[config.mk]
export PLATFORM = sky130hd
export DESIGN_NAME = spi_xfer_arbiter_flat
export DESIGN_NICKNAME = d
export VERILOG_FILES = /design/src/rtl/spi_ctrl_pkg.sv /design/src/rtl/spi_xfer_arbiter_if.sv /design/src/rtl/spi_rr_pick.sv /design/src/rtl/spi_xfer_arbiter.sv /design/src/flat_wrapper.sv
export SDC_FILE = /design/constraint.sdc
export NUM_CORES = 1
export LEC_CHECK = 0
export BUFFER_PORTS_ARGS = -buffer_cell sky130_fd_sc_hd__buf_2
export CORE_UTILIZATION = 56
export CTS_CLUSTER_SIZE = 28
export DETAILED_ROUTE_END_ITERATION = 10
export PLACE_DENSITY = 0.91
export SETUP_SLACK_MARGIN = 0.3
export SLEW_MARGIN = 40
export SYNTH_ARGS = -nofsm -noshare
export SYNTH_HDL_FRONTEND = slang
export SYNTH_HIERARCHICAL = 1
export SYNTH_SLANG_ARGS = --single-unit
[constraint.sdc]
create_clock -name clk -period 10.8 [get_ports clk]
set_input_delay 1.08 -clock clk [delete_from_list [all_inputs] [get_ports clk]]
set_output_delay 1.08 -clock clk [all_outputs]
set_load 0.05 [all_outputs]
[src/rtl/spi_ctrl_pkg.sv]
// Shared types and constants for the SPI control path (arbiter and spi_master users).
// Latency: n/a (types, constants and an elaboration-time helper only).
// Backpressure: n/a.
package spi_ctrl_pkg;

  // Default bus widths, shared with spi_master instantiations
  localparam int DEF_ADDRWIDTH = 3;
  localparam int DEF_DATAWIDTH = 8;

  // Arbiter FSM state encoding
  typedef enum logic [2:0] {
    IDLE  = 3'd0,
    ISSUE = 3'd1,
    WAIT  = 3'd2,
    DONE  = 3'd3,
    GAP   = 3'd4
  } state_t;

  // Ceiling log2, with a minimum of 1 so that index vectors are never zero-width
  function automatic int clog2(input int value);
    int res;
    res = 1;
    for (int i = 1; i < 31; i++) begin
      if ((1 << i) < value) res = i + 1;
    end
    return res;
  endfunction

endpackage

[src/rtl/spi_xfer_arbiter_if.sv]
// Requester-side and spi_master-side signals of the SPI transfer arbiter.
// Latency: n/a (wiring only).
// Backpressure: req is level-held by each requester until its done pulse.
interface spi_xfer_arbiter_if
  import spi_ctrl_pkg::*;
#(
  parameter int NUM_REQ   = 4,
  parameter int ADDRWIDTH = DEF_ADDRWIDTH,
  parameter int DATAWIDTH = DEF_DATAWIDTH
);
  logic [NUM_REQ-1:0]           req;
  logic [NUM_REQ-1:0]           req_rw;
  logic [NUM_REQ*ADDRWIDTH-1:0] req_addr;
  logic [NUM_REQ*DATAWIDTH-1:0] req_wdata;
  logic [NUM_REQ-1:0]           done;
  logic [DATAWIDTH-1:0]         rdata;
  logic                         err;
  logic                         busy;
  logic [NUM_REQ-1:0]           grant;
  logic                         m_enable;
  logic                         m_rw_en;
  logic [ADDRWIDTH-1:0]         m_address;
  logic [DATAWIDTH-1:0]         m_data_in;
  logic                         m_rw_ack;
  logic [DATAWIDTH-1:0]         m_data_out;

  // Arbiter view
  modport slave (
    input  req, req_rw, req_addr, req_wdata, m_rw_ack, m_data_out,
    output done, rdata, err, busy, grant, m_enable, m_rw_en, m_address, m_data_in
  );

  // Requester / spi_master view
  modport master (
    output req, req_rw, req_addr, req_wdata, m_rw_ack, m_data_out,
    input  done, rdata, err, busy, grant, m_enable, m_rw_en, m_address, m_data_in
  );
endinterface

[src/rtl/spi_rr_pick.sv]
// Round-robin pick: first set req bit at index >= rr_ptr, wrapping modulo NUM_REQ.
// Latency: purely combinational.
// Backpressure: none; pick is all-zero when req is all-zero.
module spi_rr_pick
  import spi_ctrl_pkg::*;
#(
  parameter int NUM_REQ = 4,
  parameter int IW      = clog2(NUM_REQ)
) (
  input  logic [NUM_REQ-1:0] req,
  input  logic [IW-1:0]      rr_ptr,
  output logic [NUM_REQ-1:0] pick,
  output logic [IW-1:0]      idx
);
  logic found;
  int   pos;

  // Scan from rr_ptr upward with an explicit wrap; the first hit wins
  always_comb begin
    pick  = '0;
    idx   = '0;
    found = 1'b0;
    pos   = 0;
    for (int k = 0; k < NUM_REQ; k++) begin
      pos = int'(rr_ptr) + k;
      if (pos >= NUM_REQ) pos = pos - NUM_REQ;
      if (!found && req[pos]) begin
        found     = 1'b1;
        pick[pos] = 1'b1;
        idx       = IW'(pos);
      end
    end
  end
endmodule

[src/rtl/spi_xfer_arbiter.sv]
// Round-robin sharing of one spi_master between NUM_REQ requesters with ack timeout.
// Latency: grant + m_enable 1 cycle after req sampled; done 1 cycle after ack/timeout.
// Backpressure: requests wait in IDLE; GAP holds off the next grant while m_rw_ack stays high.
module spi_xfer_arbiter
  import spi_ctrl_pkg::*;
#(
  parameter int NUM_REQ    = 4,
  parameter int ADDRWIDTH  = DEF_ADDRWIDTH,
  parameter int DATAWIDTH  = DEF_DATAWIDTH,
  parameter int TIMEOUT    = 64,
  parameter int GAP_CYCLES = 2
) (
  input logic               clk,
  input logic               reset,
  spi_xfer_arbiter_if.slave bus
);
  localparam int IW = clog2(NUM_REQ);

  state_t             state;
  logic [IW-1:0]      rr_ptr;
  logic [IW-1:0]      idx;
  logic [7:0]         tcnt;
  logic [3:0]         gcnt;
  logic [NUM_REQ-1:0] pick;
  logic [IW-1:0]      pick_idx;

  spi_rr_pick #(.NUM_REQ(NUM_REQ), .IW(IW)) u_pick (
    .req    (bus.req),
    .rr_ptr (rr_ptr),
    .pick   (pick),
    .idx    (pick_idx)
  );

  // Single FSM; m_address/m_data_in/m_rw_en registers double as the holding
  // registers, loaded once at grant and held until GAP is left.
  always_ff @(posedge clk) begin
    if (reset) begin
      state         <= IDLE;
      rr_ptr        <= '0;
      idx           <= '0;
      tcnt          <= '0;
      gcnt          <= '0;
      bus.done      <= '0;
      bus.rdata     <= '0;
      bus.err       <= 1'b0;
      bus.busy      <= 1'b0;
      bus.grant     <= '0;
      bus.m_enable  <= 1'b0;
      bus.m_rw_en   <= 1'b0;
      bus.m_address <= '0;
      bus.m_data_in <= '0;
    end else begin
      case (state)
        IDLE: begin
          if (|bus.req) begin
            idx           <= pick_idx;
            bus.grant     <= pick;
            bus.busy      <= 1'b1;
            bus.m_enable  <= 1'b1;
            bus.m_rw_en   <= bus.req_rw[pick_idx];
            bus.m_address <= bus.req_addr[pick_idx*ADDRWIDTH +: ADDRWIDTH];
            bus.m_data_in <= bus.req_wdata[pick_idx*DATAWIDTH +: DATAWIDTH];
            state         <= ISSUE;
          end
        end
        ISSUE: begin
          bus.m_enable <= 1'b0;
          tcnt         <= '0;
          state        <= WAIT;
        end
        WAIT: begin
          // Ack is tested first so it wins over a coincident timeout
          if (tcnt != 8'(TIMEOUT - 1)) tcnt <= tcnt + 8'd1;
          if (bus.m_rw_ack) begin
            bus.rdata     <= bus.m_rw_en ? '0 : bus.m_data_out;
            bus.err       <= 1'b0;
            bus.done[idx] <= 1'b1;
            state         <= DONE;
          end else if (tcnt == 8'(TIMEOUT - 1)) begin
            bus.rdata     <= '0;
            bus.err       <= 1'b1;
            bus.done[idx] <= 1'b1;
            state         <= DONE;
          end
        end
        DONE: begin
          bus.done <= '0;
          rr_ptr   <= (idx == IW'(NUM_REQ - 1)) ? '0 : idx + 1'b1;
          gcnt     <= '0;
          state    <= GAP;
        end
        GAP: begin
          // A lingering ack stretches GAP so the next enable never overlaps it
          if (gcnt == 4'(GAP_CYCLES - 1) && !bus.m_rw_ack) begin
            bus.grant     <= '0;
            bus.busy      <= 1'b0;
            bus.m_rw_en   <= 1'b0;
            bus.m_address <= '0;
            bus.m_data_in <= '0;
            state         <= IDLE;
          end else if (gcnt != 4'(GAP_CYCLES - 1)) begin
            gcnt <= gcnt + 4'd1;
          end
        end
        default: state <= IDLE;
      endcase
    end
  end
endmodule

[src/flat_wrapper.sv]
// flat-port wrapper written by rule: the top's interface ports become plain ports
module spi_xfer_arbiter_flat import spi_ctrl_pkg::*;
#(
  parameter int NUM_REQ    = 4,
  parameter int ADDRWIDTH  = DEF_ADDRWIDTH,
  parameter int DATAWIDTH  = DEF_DATAWIDTH,
  parameter int TIMEOUT    = 64,
  parameter int GAP_CYCLES = 2
)
  (clk, reset, bus_req, bus_req_rw, bus_req_addr, bus_req_wdata, bus_m_rw_ack, bus_m_data_out, bus_done, bus_rdata, bus_err, bus_busy, bus_grant, bus_m_enable, bus_m_rw_en, bus_m_address, bus_m_data_in);
  spi_xfer_arbiter_if #(.NUM_REQ(NUM_REQ), .ADDRWIDTH(ADDRWIDTH), .DATAWIDTH(DATAWIDTH)) bus_i ();
  input logic clk;
  input logic reset;
  input wire logic [$bits(bus_i.req)-1:0] bus_req;
  input wire logic [$bits(bus_i.req_rw)-1:0] bus_req_rw;
  input wire logic [$bits(bus_i.req_addr)-1:0] bus_req_addr;
  input wire logic [$bits(bus_i.req_wdata)-1:0] bus_req_wdata;
  input wire logic [$bits(bus_i.m_rw_ack)-1:0] bus_m_rw_ack;
  input wire logic [$bits(bus_i.m_data_out)-1:0] bus_m_data_out;
  output wire logic [$bits(bus_i.done)-1:0] bus_done;
  output wire logic [$bits(bus_i.rdata)-1:0] bus_rdata;
  output wire logic [$bits(bus_i.err)-1:0] bus_err;
  output wire logic [$bits(bus_i.busy)-1:0] bus_busy;
  output wire logic [$bits(bus_i.grant)-1:0] bus_grant;
  output wire logic [$bits(bus_i.m_enable)-1:0] bus_m_enable;
  output wire logic [$bits(bus_i.m_rw_en)-1:0] bus_m_rw_en;
  output wire logic [$bits(bus_i.m_address)-1:0] bus_m_address;
  output wire logic [$bits(bus_i.m_data_in)-1:0] bus_m_data_in;
  assign bus_i.req = bus_req;
  assign bus_i.req_rw = bus_req_rw;
  assign bus_i.req_addr = bus_req_addr;
  assign bus_i.req_wdata = bus_req_wdata;
  assign bus_i.m_rw_ack = bus_m_rw_ack;
  assign bus_i.m_data_out = bus_m_data_out;
  assign bus_done = bus_i.done;
  assign bus_rdata = bus_i.rdata;
  assign bus_err = bus_i.err;
  assign bus_busy = bus_i.busy;
  assign bus_grant = bus_i.grant;
  assign bus_m_enable = bus_i.m_enable;
  assign bus_m_rw_en = bus_i.m_rw_en;
  assign bus_m_address = bus_i.m_address;
  assign bus_m_data_in = bus_i.m_data_in;
  spi_xfer_arbiter #(.NUM_REQ(NUM_REQ), .ADDRWIDTH(ADDRWIDTH), .DATAWIDTH(DATAWIDTH), .TIMEOUT(TIMEOUT), .GAP_CYCLES(GAP_CYCLES)) u_core (.clk(clk), .reset(reset), .bus(bus_i));
endmodule
==> impl_metrics.env <==
export IMPL_cp_max_fo=17
export IMPL_synth_top_area_cell="dfxtp_1"
export IMPL_hold_buffers=0
export IMPL_max_slew_margin=0.484
export IMPL_final_cells=451
export IMPL_core_sq_mm=0.00517
export IMPL_wl_microns=7630
export IMPL_synth_area_leaders="dfxtp_1 (33%), mux4_2 (11%), ha_1 (6.2%)"
export IMPL_yosysWarnings=6
export IMPL_layout_drive_gt1_share=0.383
export IMPL_worstSkewPairLatency_ns=0.31
export IMPL_ys_flop_type="dfxtp_1"
export IMPL_first_pass_iters=5
export IMPL_route_met2_wl_microns=3830
export IMPL_place_hpwl_microns=5540
export IMPL_die_w_microns=75.6
export IMPL_power_density_mw_per_mm2=159
export IMPL_grt_pass1_wl_microns=11300
export IMPL_top_layer_used="met4"
export IMPL_wl_met3_microns=516
export IMPL_drv_cap=0
export IMPL_syn_area_sq_mm=0.00303
export IMPL_synth_edf_count=0
export IMPL_critPathCaptureType="register"
export IMPL_vias=2809
export IMPL_cts_root_buf="clkbuf_8"
export IMPL_crit_arrival_ns=3.85
export IMPL_grt_ovfl_total=0
export IMPL_dp_cells=443
export IMPL_ant_nets=0
export IMPL_drt_vias_per_instance=6.23
export IMPL_start_util=0.586
export IMPL_final_setup_viol_count=0
export IMPL_ir_drop_mv=0.0813
export IMPL_diodes=0
export IMPL_synth_top_cell_area_share=0.330
export IMPL_syn_inst=297
export IMPL_rsz0062_at_grt="no"
export IMPL_seq_area_sq_mm=0.00100
export IMPL_start_kind="register"
export IMPL_fp_row_count=26
export IMPL_tightest_slew_ns=0.774
export IMPL_grt_util_all_layers=0.260
export IMPL_cp_common_cell="mux4_2"
export IMPL_worstHoldPathType="reg2reg"
export IMPL_fin_setup_tns_ns=0
export IMPL_synth_distinct_cells=62
export IMPL_finalCritPeriodShare=0.337
export IMPL_postCtsResizedCells=0
export IMPL_grt_max_degree=32
export IMPL_boundaryPins=94
export IMPL_finClkSkew_ns=0.00977
export IMPL_fmax_ghz=0.275
export IMPL_ys_ff_latch=50
export IMPL_wl_met1_microns=3170
export IMPL_avgRoutedWirePerCell_microns=16.9
export IMPL_multi_input_area_sq_mm=0.00192
export IMPL_drc=0
export IMPL_drt_initial_drc_count=166
export IMPL_slowest_stage="dfxtp_1"
export IMPL_ys_seq_area_frac=0.330
export IMPL_syn_avg_cell_area_sq_um=10.2
export IMPL_antenna_found_initial=0
export IMPL_die_area_sq_mm=0.00571
export IMPL_portBuffers=93
export IMPL_final_hold_violation_count=0
export IMPL_grt_pass1_vias=2454
export IMPL_cp_slowest_stage_delay_ns=0.78
export IMPL_numCtsBuffers=5
export IMPL_cts_setup_buffers=0
export IMPL_die_h_microns=75.6
export IMPL_synth_nets=375
export IMPL_nFillCells=391
export IMPL_path_clk_slew_ns=0.10
export IMPL_post_route_min_period_ns=3.64
export IMPL_synthArstFlopShare=0
export IMPL_status="finished clean"
export IMPL_h_tree_depth=2
export IMPL_clockBufferDepth=2
export IMPL_fin_nets=458
export IMPL_p_leak_uw=0.00154
export IMPL_gp_congestion=0.930
export IMPL_criticalPathCategory="reg2reg"
export IMPL_slew_violations=0
export IMPL_area_growth_pct=20.2
export IMPL_worst_ep_required_time_ns=11.01
export IMPL_cts_tree="done"
export IMPL_cts_sinks=50
export IMPL_crit_chain="inv_1, ha_1, mux4_2, nor2b_4, o21ai_1, o31ai_4, buf_4, mux4_2, a22o_2"
==> synthesized netlist by cell type, drive strengths merged, types with 2 or more instances <==
library cell	count
inv	8
o31ai	2
mux2i	5
nand2	10
or3b	4
a31oi	2
a21oi	13
a211oi	2
or3	5
a22oi	8
o22ai	2
nand3	16
clkbuf	9
nor3	8
nor3b	4
nand3b	2
o21ai	16
or4bb	2
and3	3
or4	4
a32o	7
ha	15
a21o	7
nand4	7
nor2b	9
nor2	5
nor4b	2
o211ai	8
buf	11
mux4	16
a22o	17
dfxtp	50
==> flip-flops by register name, indices dropped and copies added (netlist names) <==
name and count:
u_core/bus.rdata 8, u_core/bus.m_address 3, u_core/bus.grant 4, u_core/bus.m_enable 1
u_core/tcnt 8, u_core/bus.m_rw_en 1, u_core/bus.done 4, u_core/bus.err 1
u_core/bus.busy 1, u_core/idx 2, u_core/rr_ptr 2, u_core/gcnt 4
u_core/state 3, u_core/bus.m_data_in 8
==> area by class of cell <==
| type | count | share of cell area |
|---|---|---|
| multi-input combinational | 218 | 0.527 |
| clock inverter | 3 | 0.0120 |
| inverter | 9 | 0.00927 |
| sequential | 50 | 0.275 |
| tap | 70 | 0.0240 |
| clock buffer | 5 | 0.0189 |
| timing repair buffer | 96 | 0.134 |
==> cells by family after synthesis <==
kind of cell | count (synthesis) | share of synthesized area
flops | 50 | 0.330
fa+ha+maj | 15 | 0.0619
compound gates | 92 | 0.231
xor+xnor | 1 | 0.00289
simple gates | 88 | 0.190
buf+inv | 29 | 0.0446
mux | 22 | 0.140
==> report_power, final <==
group | switching [uW] | internal (uW) | total [uW]
clock network | 67.3 | 69.6 | 137
logic | 135 | 80.6 | 215
registers | 21.0 | 206 | 227
==> cell usage in the layout, fill, tap and decap left out, drive strengths merged, types with 3 or more instances in the layout <==
cell type  netlist  final
a22oi            8      8
a21o             7      7
nand2           10     10
o211ai           8      8
nor2b            9      9
a22o            17     17
inv              8      9
a32o             7      7
ha              15     15
nand3           16     16
nand4            7      7
mux4            16     16
mux2i            5      5
or3              5      5
and3             3      3
clkbuf           9      5
buf             11     96
or4              4      4
nor3b            4      4
a21oi           13     13
or3b             4      4
dfxtp           50     50
nor3             8      8
nor2             5      5
o21ai           16     16
==> final timing paths <==
path	start	to	slack [ns]	cells past startpoint
worst min register to register	u_core/bus.m_enable	u_core/bus.m_enable	0.46	2
worst max register to register	u_core/rr_ptr[0]	u_core/bus.m_address[1]	7.16	9
worst max-delay path	u_core/rr_ptr[0]	u_core/bus.m_address[1]	7.16	9
worst min-delay path	u_core/bus.m_enable	u_core/bus.m_enable	0.46	2
==> stage by stage <==
stage | worst slack [ns] | total power, uW | hold slack, ns | area (sq um) | utilization
2_1_floorplan | 7.24 | 391 | 0.460 | 3030 | -
3_3_place_gp | 7.20 | 435 | 0.445 | 3510 | 0.679
3_5_place_dp | 7.18 | 444 | 0.449 | 3530 | 0.682
4_1_cts | 7.16 | 580 | 0.466 | 3640 | 0.704
5_1_grt | 6.97 | 606 | 0.498 | 3650 | 0.705
6_report | 7.16 | 579 | 0.460 | 3650 | 0.705
==> metal layers <==
layer | global-route usage | vias to the layer above
met5 | 0 | -
met4 | 0.0905 | 0
met1 | 0.323 | 1360
li1 | - | 1339
met3 | 0.0463 | 12
met2 | 0.455 | 98
==> worst max-delay path, delay by kind of cell (launching register included) <==
family / cells / cell delay, ns
compound gates: 3 / 0.53
fa+ha+maj: 1 / 0.49
buf+inv: 2 / 0.52
flops: 1 / 0.78
mux: 2 / 1.01
simple gates: 1 / 0.22
(Power assumes the default switching activity.)
